$ cat config.mk
export PLATFORM = sky130hd
export DESIGN_NAME = timer_ctrl
export DESIGN_NICKNAME = d
export VERILOG_FILES = /design/src/rtl/timer_ctrl.sv
export SDC_FILE = /design/constraint.sdc
export NUM_CORES = 1
export LEC_CHECK = 0
export BUFFER_PORTS_ARGS = -buffer_cell sky130_fd_sc_hd__buf_2
export CAP_MARGIN = 20
export CORE_ASPECT_RATIO = 0.75
export CORE_MARGIN = 8
export CORE_UTILIZATION = 30
export DETAILED_ROUTE_END_ITERATION = 12
export PLACE_DENSITY = 0.55
export SLEW_MARGIN = 20
export SYNTH_ARGS = -nofsm -noshare
export SYNTH_HDL_FRONTEND = slang
export SYNTH_SLANG_ARGS = --single-unit
$ cat constraint.sdc
create_clock -name clock -period 1.9 [get_ports clock]
set_input_delay 0.19 -clock clock [delete_from_list [all_inputs] [get_ports clock]]
set_output_delay 0.19 -clock clock [all_outputs]
set_load 0.005 [all_outputs]
$ cat src/rtl/timer_ctrl.sv
// timer_ctrl
//   Control block for timer 0 and external interrupts 0/1. Holds the TCON
//   register, generates the machine-cycle prescale tick, applies the
//   TR0/GATE/INT0 run condition toward the timer, captures timer overflow
//   into TF0 and raises interrupt requests with acknowledge-clear handshakes.
//
// Ports
//   clock, reset            system clock, asynchronous active-high reset
//   wr_addr, data_in        SFR byte address (or bit address) and write data
//   wr, wr_bit              write strobe; 1 = bit write, 0 = byte write
//   tmod_gate0              GATE for timer 0 (TMOD[3])
//   tf0_in                  overflow flag from the timer 0 datapath
//   int0_n, int1_n          asynchronous active-low external interrupt pins
//   ack_t0, ack_x0, ack_x1  one-cycle interrupt acknowledges
//   tcon                    {TF1,TR1,TF0,TR0,IE1,IT1,IE0,IT0}
//   t0_tick                 one-cycle count pulse to the timer
//   t0_hold                 count inhibit to the timer
//   irq_t0, irq_x0, irq_x1  interrupt requests (TF0, IE0, IE1)

module timer_ctrl #(
  parameter int PRESCALE = 12
) (
  input  logic       clock,
  input  logic       reset,
  input  logic [7:0] wr_addr,
  input  logic [7:0] data_in,
  input  logic       wr,
  input  logic       wr_bit,
  input  logic       tmod_gate0,
  input  logic       tf0_in,
  input  logic       int0_n,
  input  logic       int1_n,
  input  logic       ack_t0,
  input  logic       ack_x0,
  input  logic       ack_x1,
  output logic [7:0] tcon,
  output logic       t0_tick,
  output logic       t0_hold,
  output logic       irq_t0,
  output logic       irq_x0,
  output logic       irq_x1
);

  localparam logic [7:0] SFR_TCON = 8'h88;
  localparam logic [7:0] PRE_LAST = 8'(PRESCALE - 1);

  // TCON bit positions
  localparam int B_IT0 = 0;
  localparam int B_IE0 = 1;
  localparam int B_IT1 = 2;
  localparam int B_IE1 = 3;
  localparam int B_TR0 = 4;
  localparam int B_TF0 = 5;

  logic [7:0] pre_cnt;
  logic       pre_tick;
  logic       int0_s1, int0_s, int0_d;
  logic       int1_s1, int1_s, int1_d;
  logic       tf0_in_d;
  logic       run0;
  logic       tf0_rise, int0_fall, int1_fall;
  logic       byte_wr, bit_wr;
  logic [7:0] sw_val;
  logic [7:0] tcon_next;

  // Free-running machine-cycle prescaler; software writes never touch it.
  assign pre_tick = (pre_cnt == PRE_LAST);

  always_ff @(posedge clock or posedge reset) begin
    if (reset)         pre_cnt <= 8'd0;
    else if (pre_tick) pre_cnt <= 8'd0;
    else               pre_cnt <= pre_cnt + 8'd1;
  end

  // Two-stage synchronizers for the interrupt pins, followed by a register
  // holding the previous synchronized level for falling-edge detection.
  // Everything resets to the idle (high) pin level so no edge is seen
  // coming out of reset. tf0_in_d tracks the overflow flag for its own
  // rising-edge detect.
  always_ff @(posedge clock or posedge reset) begin
    if (reset) begin
      int0_s1  <= 1'b1;
      int0_s   <= 1'b1;
      int0_d   <= 1'b1;
      int1_s1  <= 1'b1;
      int1_s   <= 1'b1;
      int1_d   <= 1'b1;
      tf0_in_d <= 1'b0;
    end else begin
      int0_s1  <= int0_n;
      int0_s   <= int0_s1;
      int0_d   <= int0_s;
      int1_s1  <= int1_n;
      int1_s   <= int1_s1;
      int1_d   <= int1_s;
      tf0_in_d <= tf0_in;
    end
  end

  assign tf0_rise  = tf0_in & ~tf0_in_d;
  assign int0_fall = int0_d & ~int0_s;
  assign int1_fall = int1_d & ~int1_s;

  // Timer 0 runs when TR0 is set and, with GATE, the synced INT0 pin is high.
  assign run0    = tcon[B_TR0] & (~tmod_gate0 | int0_s);
  assign t0_tick = pre_tick & run0;
  assign t0_hold = ~run0;

  assign byte_wr = wr & ~wr_bit & (wr_addr == SFR_TCON);
  assign bit_wr  = wr &  wr_bit & (wr_addr[7:3] == SFR_TCON[7:3]);

  // Software value first, then hardware events override the flag bits:
  // a set event beats an acknowledge, which beats the software write.
  // In level mode the IE flags simply follow the inverted synced pin.
  always_comb begin
    sw_val = tcon;
    if (byte_wr)     sw_val = data_in;
    else if (bit_wr) sw_val[wr_addr[2:0]] = data_in[0];

    tcon_next = sw_val;

    if (tf0_rise)    tcon_next[B_TF0] = 1'b1;
    else if (ack_t0) tcon_next[B_TF0] = 1'b0;

    if (tcon[B_IT0]) begin
      if (int0_fall)   tcon_next[B_IE0] = 1'b1;
      else if (ack_x0) tcon_next[B_IE0] = 1'b0;
    end else begin
      tcon_next[B_IE0] = ~int0_s;
    end

    if (tcon[B_IT1]) begin
      if (int1_fall)   tcon_next[B_IE1] = 1'b1;
      else if (ack_x1) tcon_next[B_IE1] = 1'b0;
    end else begin
      tcon_next[B_IE1] = ~int1_s;
    end
  end

  always_ff @(posedge clock or posedge reset) begin
    if (reset) tcon <= 8'h00;
    else       tcon <= tcon_next;
  end

  assign irq_t0 = tcon[B_TF0];
  assign irq_x0 = tcon[B_IE0];
  assign irq_x1 = tcon[B_IE1];

endmodule

## Word level (Yosys, flattened, before mapping)

Cells that the tools add are included.

| word-level totals | value |
|---|---|
| word-level logic and storage cells | 53 |
| register bits after elaboration | 23 |

| operators by class | value |
|---|---|
| magnitude comparators | 2 |
| equal/unequal tests | 5 |
| reductions and logical operators | 3 |
| add/sub/neg operators | 1 |
| bitwise operators | 16 |
| muxes and demuxes | 14 |

Operators by type and width:

| operator | count |
|---|---|
| $mux W8 | 3 |
| $ne A5 B2 Y1 const B | 2 |
| $and A1 B1 Y1 | 9 |
| $mux W1 | 9 |
| $add A8 B1 Y8 const B | 1 |
| $bwmux W8 | 1 |
| $eq A8 B4 Y1 const B | 1 |
| $eq A8 B8 Y1 const B | 1 |
| $not A1 Y1 | 6 |
| $eq A5 B5 Y1 const B | 1 |
| $lt A3 B4 Y1 const B | 1 |
| $reduce_bool A4 Y1 | 1 |
| $demux W1 S3 | 1 |
| $ge A3 B1 Y1 const B | 1 |
| $reduce_bool A2 Y1 | 1 |
| $logic_and A1 B1 Y1 | 1 |
| $or A1 B1 Y1 | 1 |

## Logic depth before layout (Yosys ltp)

Gate-level depths: netlist of the first run.

| depth | value |
|---|---|
| depth after elaboration | 10 |
| mapped depth | 6 |
| gate-level depth less buffers | 4 |

## Worst setup path before layout of the first run

Ideal clock, no wire load.

| timing path | value |
|---|---|
| path type | register to output |
| start | register pre_cnt[4] |
| end | output t0_tick |
| slack | 0.481 ns |
| required time | 1.710 ns |
| cell stages (with the launch flop) | 3 |
| buffers on the path | 0 |
| data arrival time | 1.229 ns |
| cells stage by stage | dfrtp_1 -> or4_1 -> nor4_1 |

| on the way | value |
|---|---|
| word-level cells in the longest chain between the ends | 2 |

Ends and longest elaborated chain:

| element | RTL line | RTL |
|---|---|---|
| start, declared | 55 | `logic [7:0] pre_cnt;` |
| start signal, assigned | 72 | `else pre_cnt <= pre_cnt + 8'd1;` |
| $eq A8 B4 Y1 | 67 | `assign pre_tick = (pre_cnt == PRE_LAST);` |
| $and A1 B1 Y1 | 106 | `assign t0_tick = pre_tick & run0;` |
| end, declared | 37 | `output logic t0_tick,` |

Every way passes these cells.

## Worst setup path after layout of the first run

| timing path | value |
|---|---|
| start | register pre_cnt[5] |
| end | output t0_tick |

The elaborated chain is that of the path after synthesis.

==> flow_metrics.env, run 1 <==
export IMPL_synth_seq_area_share_pct=45.7
export IMPL_core_area_um2=4080
export IMPL_grt_max_degree=24
export IMPL_hold_worst_slack_ns=0.0130
export IMPL_grt_use_total_pct=8.68
export IMPL_cp_num_buf_inv=1
export IMPL_vias=1002
export IMPL_start_util_pct=31.3
export IMPL_synth_edff_count=0
export IMPL_clockRootBuffer="clkbuf_8"
export IMPL_synthTopCellsByArea="dfrtp_1 (33%), dfstp_2 (12%), nand2_1 (3.8%)"
export IMPL_fmax_mhz=554
export IMPL_dieHeight_um=72.5
export IMPL_die_area_um2=6610
export IMPL_synth_top_cell_area_share_pct=33.4
export IMPL_clkTransAtPathRegs_ns=0.08
export IMPL_grt_most_used_layer="met2"
export IMPL_h_tree_depth=1
export IMPL_grt_overflow_total=0
export IMPL_cp_max_fo=4
export IMPL_cp_data_required_time_ns=1.71
export IMPL_antenna_found_initial=0
export IMPL_start_kind="flip-flop"
export IMPL_p_total_mw=0.948
export IMPL_ant_nets=0
export IMPL_fin_tns_setup_ns=0
export IMPL_layout_nets=189
export IMPL_yosysUniqueCellTypes=43
export IMPL_synth_area_um2=1270
export IMPL_hold_class="input port to flip-flop"
export IMPL_fin_skew_ns=0.00613
export IMPL_ios=40
export IMPL_critPathKind="flip-flop to primary output"
export IMPL_syn_num_nets=149
export IMPL_routed_via_density=4.66
export IMPL_drive_above_1_share_pct=39.4
export IMPL_rsz0062_at_grt="no"
export IMPL_min_period_ns=1.81
export IMPL_synth_top_cells_by_count="dfrtp_1 (17), nand2_1 (13), nor2_1 (11)"
export IMPL_area_growth_pct=22.0
export IMPL_critPathCaptureType="primary output"
export IMPL_arrival_ns=1.62
export IMPL_place_congestion=0.812
export IMPL_slew_headroom_pct=74.1
export IMPL_async_flop_share_pct=100
export IMPL_cellPowerDensity_nw_per_um2=610
export IMPL_synth_top_area_cell="dfrtp_1"
export IMPL_peakVddDrop_mv=0.346
export IMPL_drt_pre_antenna_iters=4
export IMPL_numPortBuffers=39
export IMPL_fp_row_count=20
export IMPL_cts_buffers=3
export IMPL_cts_tree="built"
export IMPL_final_max_slew_viol_count=0
export IMPL_worstPathCellList="or4_1 -> nor4_1 -> buf_2"
export IMPL_setup_viol=0
export IMPL_syn_avg_cell_area_um2=10.5
export IMPL_critical_path_max_stage_delay_ns=0.56
export IMPL_insertion_delay_ns=0.26
export IMPL_power_leakage_nw=0.722
export IMPL_worst_slack_ns=0.0935
export IMPL_final_hold_violation_count=0
export IMPL_clock_sinks=23
export IMPL_synth_seq_cells=23
export IMPL_maxCapViolCount=0
export IMPL_grt_pass1_wl_mm=4.71
export IMPL_status="complete, no violations"
export IMPL_wire_per_inst_um=13.7
export IMPL_crit_slowest_cell="or4_1"
export IMPL_dp_hpwl_mm=2.26
export IMPL_synth_cells=121
export IMPL_drc_errors=0
export IMPL_die_w_um=91.3
export IMPL_drt_wl_total_mm=2.94
export IMPL_max_slew_worst_pin_slew_ns=0.386
export IMPL_synth_ff_type="dfrtp_1"
export IMPL_dp_slack_ns=0.383
export IMPL_path_delay_family="simple AND/OR/NAND/NOR gates"
export IMPL_grtUsageMet1_pct=10.5
export IMPL_drt_initial_drc_count=43
export IMPL_use_met2_pct=14.0
export IMPL_grt_pass1_vias=1048
export IMPL_met3_usage_pct=3.81
export IMPL_n_antenna_cell=0
export IMPL_post_route_period_util_pct=95.1
export IMPL_synth_most_common_cell="dfrtp_1"
export IMPL_cts_buffer_depth=2
export IMPL_final_util_pct=38.1
export IMPL_yosys_warnings=0
==> path summary, 6_finish.rpt <==
check	from	endpoint	slack [ns]	cells after the start
setup / recovery	pre_cnt[5]$_DFF_PP0_	t0_tick	0.09	3
hold / removal	int1_n	int1_s1$_DFF_PP1_	0.01	1
setup reg to reg	pre_cnt[5]$_DFF_PP0_	pre_cnt[2]$_DFF_PP0_	0.48	3
hold reg to reg	int0_s1$_DFF_PP1_	int0_s$_DFF_PP1_	0.36	0
max in group asynchronous	reset	int0_s$_DFF_PP1_	1.13	4
min in group asynchronous	reset	tcon[0]$_DFFE_PP0P_	0.49	4
==> per-layer routing <==
layer | share of wire [%] | vias up | routed length (µm)
li1 | - | 505 | -
met1 | 48 | 465 | 1420
met2 | 45 | 29 | 1310
met3 | 6.7 | 3 | 196
met4 | 0.48 | 0 | 14
met5 | 0 | - | 0
==> layout make-up <==
cell class,count,area [µm²]
inverters,5,18.8
fillers,429,2520
clock buffers,4,45.0
well taps,55,68.8
repair buffers,43,228
multi-input cells,85,612
flip-flops and latches,23,583
==> flip-flops by register name, summed over array words and instances (netlist names) <==
name,count
int0_s,1
int0_s1,1
pre_cnt,8
tcon,8
int1_s,1
tf0_in_d,1
int1_d,1
int0_d,1
int1_s1,1
==> where the power goes <==
group	internal, mW	leakage (nW)	switching, mW
registers	0.509	0.287	0.0101
clock network	0.150	0.0228	0.152
logic	0.0588	0.412	0.0688
total	0.718	0.722	0.231
==> logic make-up after synthesis <==
logic type      synth area share (%)
buf+inv                         6.28
mux                             4.71
flops                           45.7
compound gates                  13.0
fa+ha+maj                      0.981
xor+xnor                        5.50
simple gates                    23.8
==> worst reg2reg max path: cells and delay by family (launching register included) <==
kind,cells,cell delay (ns)
simple gates,3,0.89
flops,1,0.42
==> stage by stage <==
step / cells / area (µm²)
finish: 215 / 1560
floorplan: 121 / 1270
global route: 215 / 1560
CTS: 214 / 1550
detailed placement: 209 / 1490
global placement: 209 / 1490
==> cell usage in the layout (no fill, tap or decap), drive strengths merged <==
| cell type | count |
|---|---|
| nor2b | 4 |
| nand4bb | 1 |
| clkbuf | 4 |
| ha | 1 |
| o2bb2ai | 1 |
| dfstp | 6 |
| a31oi | 1 |
| nor2 | 12 |
| nor4 | 5 |
| a22o | 1 |
| and4 | 1 |
| or3b | 1 |
| nor3 | 2 |
| o32a | 1 |
| nand2 | 13 |
| and4bb | 1 |
| nand3b | 1 |
| or4 | 1 |
| or3 | 1 |
| xnor2 | 3 |
| a211oi | 1 |
| a221oi | 1 |
| and3 | 1 |
| dlygate4sd3 | 1 |
| nand3 | 5 |
| o21ai | 3 |
| o41ai | 2 |
| inv | 5 |
| a22oi | 1 |
| dfrtp | 17 |
| xor2 | 5 |
| a41oi | 1 |
| o32ai | 1 |
| buf | 42 |
| a21oi | 7 |
| mux2 | 5 |
| o211ai | 1 |
==> repair_timing <==
action	in CTS	in global routing
resized for setup	0	0
hold endpoints to repair	17	0
hold buffers	1	0
buffers inserted	0	1
endpoints found under the setup margin	0	1
Power figures use the tool's default switching activity.
==> run 2, diff against run 1 <==
CELL_PAD_IN_SITES_DETAIL_PLACEMENT = 1   (was default)
CELL_PAD_IN_SITES_GLOBAL_PLACEMENT = 1   (was default)
PLACE_DENSITY = 0.67   (was 0.55)
==> flow_metrics.env, run 2 (same netlist as run 1, synthesis figures left out) <==
export IMPL_min_period_ns=1.83
export IMPL_hold_depth=1
export IMPL_layout_nets=189
export IMPL_dp_hpwl_mm=2.67
export IMPL_routed_via_density=4.91
export IMPL_whs_endpoint="int0_s1$_DFF_PP1_"
export IMPL_wire_per_inst_um=15.7
export IMPL_grt_max_degree=24
export IMPL_grtUsageMet1_pct=12.9
export IMPL_rsz0062_at_grt="no"
export IMPL_reg2reg_slack_ns=0.44
export IMPL_clkTransAtPathRegs_ns=0.08
export IMPL_n_antenna_cell=0
export IMPL_crit_slowest_cell="or4_1"
export IMPL_start_kind="flip-flop"
export IMPL_dp_slack_ns=0.351
export IMPL_worst_slack_ns=0.0735
export IMPL_critical_path_max_stage_delay_ns=0.59
export IMPL_drt_wl_total_mm=3.38
export IMPL_min_delay_start="int0_n"
export IMPL_grt_overflow_total=0
export IMPL_worstPathCellList="or4_1 -> nor4_2 -> buf_2"
export IMPL_biggestRegsByFlops="pre_cnt: 8 flops, tcon: 8 flops"
export IMPL_arrival_ns=1.64
export IMPL_ant_nets=0
export IMPL_final_hold_violation_count=0
export IMPL_mostFrequentLayoutCells="buf_2 (39), dfrtp_1 (17), nand2_1 (13), nor2_1 (11), a21oi_1 (7)"
export IMPL_fin_tns_setup_ns=0
export IMPL_grt_use_total_pct=11.0
export IMPL_hold_class="input port to flip-flop"
export IMPL_peakVddDrop_mv=0.254
export IMPL_area_growth_pct=22.7
export IMPL_final_max_slew_viol_count=0
export IMPL_clock_sinks=23
export IMPL_drive_above_1_share_pct=39.4
export IMPL_h_tree_depth=1
export IMPL_use_met2_pct=18.9
export IMPL_r2r_cells=3
export IMPL_die_area_um2=6610
export IMPL_insertion_delay_ns=0.26
export IMPL_drt_initial_drc_count=31
export IMPL_maxCapViolCount=0
export IMPL_status="complete, no violations"
export IMPL_max_slew_worst_pin_slew_ns=0.409
export IMPL_layout_commonest_cell="buf_2"
export IMPL_power_leakage_nw=0.721
export IMPL_cts_buffer_depth=2
export IMPL_drc_errors=0
export IMPL_grt_pass1_vias=1250
export IMPL_critPathKind="flip-flop to primary output"
export IMPL_clockRootBuffer="clkbuf_8"
export IMPL_grt_most_used_layer="met2"
export IMPL_final_cell_area_um2=1560
export IMPL_grt_pass1_wl_mm=5.89
export IMPL_place_congestion=0.764
export IMPL_numPortBuffers=39
export IMPL_fp_row_count=20
export IMPL_cts_buffers=3
export IMPL_dieHeight_um=72.5
export IMPL_setup_viol=0
export IMPL_start_util_pct=31.3
export IMPL_path_delay_family="simple AND/OR/NAND/NOR gates"
export IMPL_die_w_um=91.3
export IMPL_slew_headroom_pct=72.6
export IMPL_cp_data_required_time_ns=1.71
export IMPL_cellPowerDensity_nw_per_um2=613
export IMPL_ios=40
export IMPL_post_route_period_util_pct=96.1
export IMPL_drt_pre_antenna_iters=4
export IMPL_fillers=487
export IMPL_met3_usage_pct=4.12
export IMPL_cts_tree="built"
export IMPL_core_area_um2=4080
export IMPL_vias=1056
export IMPL_place_area_um2=1490
export IMPL_r2r_start="pre_cnt[4]$_DFF_PP0_"
export IMPL_critPathCaptureType="primary output"
export IMPL_cp_max_fo=4
export IMPL_antenna_found_initial=0
export IMPL_fin_skew_ns=0.00256
export IMPL_r2r_end="pre_cnt[3]$_DFF_PP0_"
export IMPL_cp_num_buf_inv=1
export IMPL_fmax_mhz=548
==> run 2: changes by cell type in the layout (fill, tap and decap cells not counted) <==
cell and delta:
dlygate4sd3_1 +1, nor4_1 -1, nor4_2 +1, buf_4 -1
==> run 2: power by group <==
part	internal (mW)	switching, mW	leakage, nW
Combinational	0.0603	0.0731	0.411
Clock	0.150	0.156	0.0228
Sequential	0.509	0.0112	0.287
==> run 2: timing repair <==
action / CTS / global route
hold buffers: 1 / 1
resized for setup: 0 / 1
hold endpoints to repair: 17 / 1
buffers inserted: 0 / 0
endpoints found under the setup margin: 0 / 1
==> run 2: layout make-up <==
cell class | count | area (µm²) | area share [%]
multi-input cells | 85 | 618 | 39.5
flip-flops and latches | 23 | 583 | 37.3
repair buffers | 43 | 230 | 14.7
well taps | 55 | 68.8 | 4.40
clock buffers | 4 | 45.0 | 2.88
inverters | 5 | 18.8 | 1.20
==> run 2: per-stage QoR <==
stage | power (mW) | hold WS, ns | cells | utilization, %
2_1_floorplan | 0.605 | 0.187 | 121 | -
3_3_place_gp | 0.655 | 0.244 | 209 | 36.6
3_5_place_dp | 0.663 | 0.255 | 209 | 36.6
4_1_cts | 0.973 | 0.00411 | 214 | 37.9
5_1_grt | 1.01 | 0.000489 | 215 | 38.3
6_report | 0.959 | 0.0137 | 215 | 38.3
==> run 2: how the worst max path moves through the flow <==
stage,startpoint,endpoint,slack [ns],depth (start not counted)
after floorplan,pre_cnt[4]$_DFF_PP0_,t0_tick,0.48,2
after global placement,pre_cnt[4]$_DFF_PP0_,t0_tick,0.39,3
after detailed placement,pre_cnt[4]$_DFF_PP0_,t0_tick,0.35,3
after CTS,pre_cnt[4]$_DFF_PP0_,t0_tick,0.06,3
after global routing,pre_cnt[4]$_DFF_PP0_,t0_tick,0.005,3
final,pre_cnt[4]$_DFF_PP0_,t0_tick,0.07,3
==> run 2: worst reg2reg max path: cells and delay by family (launching register included) <==
family	cells	cell delay, ns
flops	1	0.42
simple gates	3	0.93
==> run 2: per-layer routing <==
layer | share of wire, % | wire (µm)
met2 | 49 | 1660
met3 | 5.2 | 177
met4 | 0.47 | 16
met1 | 45 | 1530
met5 | 0 | 0
==> run 3, diff against run 2 <==
BUFFER_PORTS_ARGS = default   (was -buffer_cell sky130_fd_sc_hd__buf_2)
CORE_UTILIZATION = 46   (was 30)
DONT_BUFFER_PORTS = 1   (was default)
PLACE_DENSITY = 0.79   (was 0.67)
==> flow_metrics.env, run 3 (same netlist as run 1, synthesis figures left out) <==
export IMPL_status="finished, violations left"
export IMPL_violations="negative hold slack"
export IMPL_power_internal_mw=0.690
export IMPL_worst_slack_ns=0.0989
export IMPL_final_hold_violation_count=17
export IMPL_fmax_mhz=555
export IMPL_hold_worst_slack_ns=-0.0229
export IMPL_switchingPower_mw=0.197
export IMPL_cp_data_required_time_ns=1.71
export IMPL_r2r_start="pre_cnt[4]$_DFF_PP0_"
export IMPL_worstPathCellList="or4_1 -> nor4_1"
export IMPL_mostFrequentLayoutCells="dfrtp_1 (17), nand2_1 (13), nor2_1 (11), a21oi_1 (7), dfstp_2 (6)"
export IMPL_rsz0062_at_grt="no"
export IMPL_peakVddDrop_mv=0.668
export IMPL_grt_pass1_wl_mm=4.86
export IMPL_die_w_um=76.8
export IMPL_cp_max_fo=4
export IMPL_hold_class="input port to asynchronous set/reset pin"
export IMPL_numPortBuffers=0
export IMPL_critPathKind="flip-flop to primary output"
export IMPL_arrival_ns=1.61
export IMPL_slew_headroom_pct=44.5
export IMPL_grt_overflow_total=0
export IMPL_critical_path_max_stage_delay_ns=0.58
export IMPL_fillers=291
export IMPL_clkTransAtPathRegs_ns=0.08
export IMPL_n_antenna_cell=0
export IMPL_drive_above_1_share_pct=19.0
export IMPL_power_share_clock_pct=33.2
export IMPL_maxCapViolCount=0
export IMPL_cts_buffer_depth=2
export IMPL_combPwrFrac_pct=7.8
export IMPL_dp_slack_ns=0.370
export IMPL_final_util_pct=51.2
export IMPL_r2r_cells=3
export IMPL_grt_use_total_pct=12.8
export IMPL_biggestRegsByFlops="pre_cnt: 8 flops, tcon: 8 flops"
export IMPL_post_cts_buffers=0
export IMPL_ant_nets=0
export IMPL_die_area_um2=4730
export IMPL_dp_hpwl_mm=2.33
export IMPL_fin_tns_setup_ns=0
export IMPL_place_inst=150
export IMPL_area_growth_pct=5.30
export IMPL_cts_tree="built"
export IMPL_reg2reg_slack_ns=0.40
export IMPL_h_tree_depth=1
export IMPL_grt_max_degree=24
export IMPL_fin_skew_ns=0.00748
export IMPL_critPathCaptureType="primary output"
export IMPL_use_met2_pct=22.1
export IMPL_grt_pass1_vias=979
export IMPL_layout_nets=150
export IMPL_grt_most_used_layer="met2"
export IMPL_min_period_ns=1.80
export IMPL_drc_errors=0
export IMPL_clockRootBuffer="clkbuf_8"
export IMPL_wire_per_inst_um=18.6
export IMPL_post_route_period_util_pct=94.8
export IMPL_core_area_um2=2620
export IMPL_clock_sinks=23
export IMPL_max_slew_worst_pin_slew_ns=0.831
export IMPL_start_kind="flip-flop"
export IMPL_fin_cells=157
export IMPL_critPathLaunch="pre_cnt[4]$_DFF_PP0_"
export IMPL_drt_pre_antenna_iters=4
export IMPL_p_sw_share_pct=22.2
export IMPL_power_leakage_nw=0.561
export IMPL_final_max_slew_viol_count=0
export IMPL_ios=40
export IMPL_antenna_found_initial=0
export IMPL_layout_commonest_cell="dfrtp_1"
export IMPL_insertion_delay_ns=0.26
export IMPL_dieHeight_um=61.6
export IMPL_routed_via_density=5.87
export IMPL_crit_slowest_cell="or4_1"
export IMPL_met3_usage_pct=6.12
export IMPL_grtUsageMet1_pct=14.7
export IMPL_start_util_pct=48.6
export IMPL_cts_buffers=3
export IMPL_vias=922
export IMPL_r2r_end="pre_cnt[2]$_DFF_PP0_"
export IMPL_fp_row_count=16
export IMPL_drt_wl_total_mm=2.92
export IMPL_cellPowerDensity_nw_per_um2=660
export IMPL_p_seq_share_pct=59.1
export IMPL_place_congestion=0.728
export IMPL_drt_initial_drc_count=50
export IMPL_setup_viol=0
## run 3: final cells by class
class	instances	area [µm²]	area share [%]
clock buffers	3	41.3	3.08
clock inverters	1	5.00	0.373
inverters	5	18.8	1.40
multi-input cells	85	612	45.6
flip-flops and latches	23	583	43.4
well taps	36	45.0	3.36
repair buffers	4	37.5	2.80
## run 3: critical path, delay by kind of cell (launching register included)
family	cells	cell delay [ns]
flip-flops	1	0.42
AND/OR/NAND/NOR	2	0.92
## run 3: worst max-delay path by stage
| stage | to | slack, ns |
|---|---|---|
| final | t0_tick | 0.1 |
| after global routing | t0_tick | 0.01 |
| after CTS | t0_tick | 0.07 |
| after detailed placement | t0_tick | 0.37 |
| after global placement | t0_tick | 0.39 |
| after floorplan | t0_tick | 0.48 |
## run 3: power groups by stage
stage	clock network, mW	logic [mW]	registers [mW]
floorplan	0	0.0777	0.527
global placement	0	0.0620	0.532
detailed placement	0	0.0652	0.533
CTS	0.307	0.0703	0.524
global route	0.326	0.0787	0.526
finish	0.294	0.0689	0.524
## run 3: per-layer routing
metal  routed length, µm  part of all wire [%]  vias to the layer above
met5                   0                     0                        -
met1                1290                    44                      459
li1                    -                     -                      427
met4                  11                  0.38                        0
met3                 262                   9.0                        2
met2                1350                    46                       34
## run 3: timing repair
action,in CTS,in global routing
gates resized for setup,0,0
hold buffers,3,0
hold endpoints to repair,3,0
## run 3: metrics by stage
step / cell area, µm² / power (mW)
2_1_floorplan: 1270 / 0.605
3_3_place_gp: 1270 / 0.594
3_5_place_dp: 1270 / 0.598
4_1_cts: 1340 / 0.901
5_1_grt: 1340 / 0.931
6_report: 1340 / 0.887
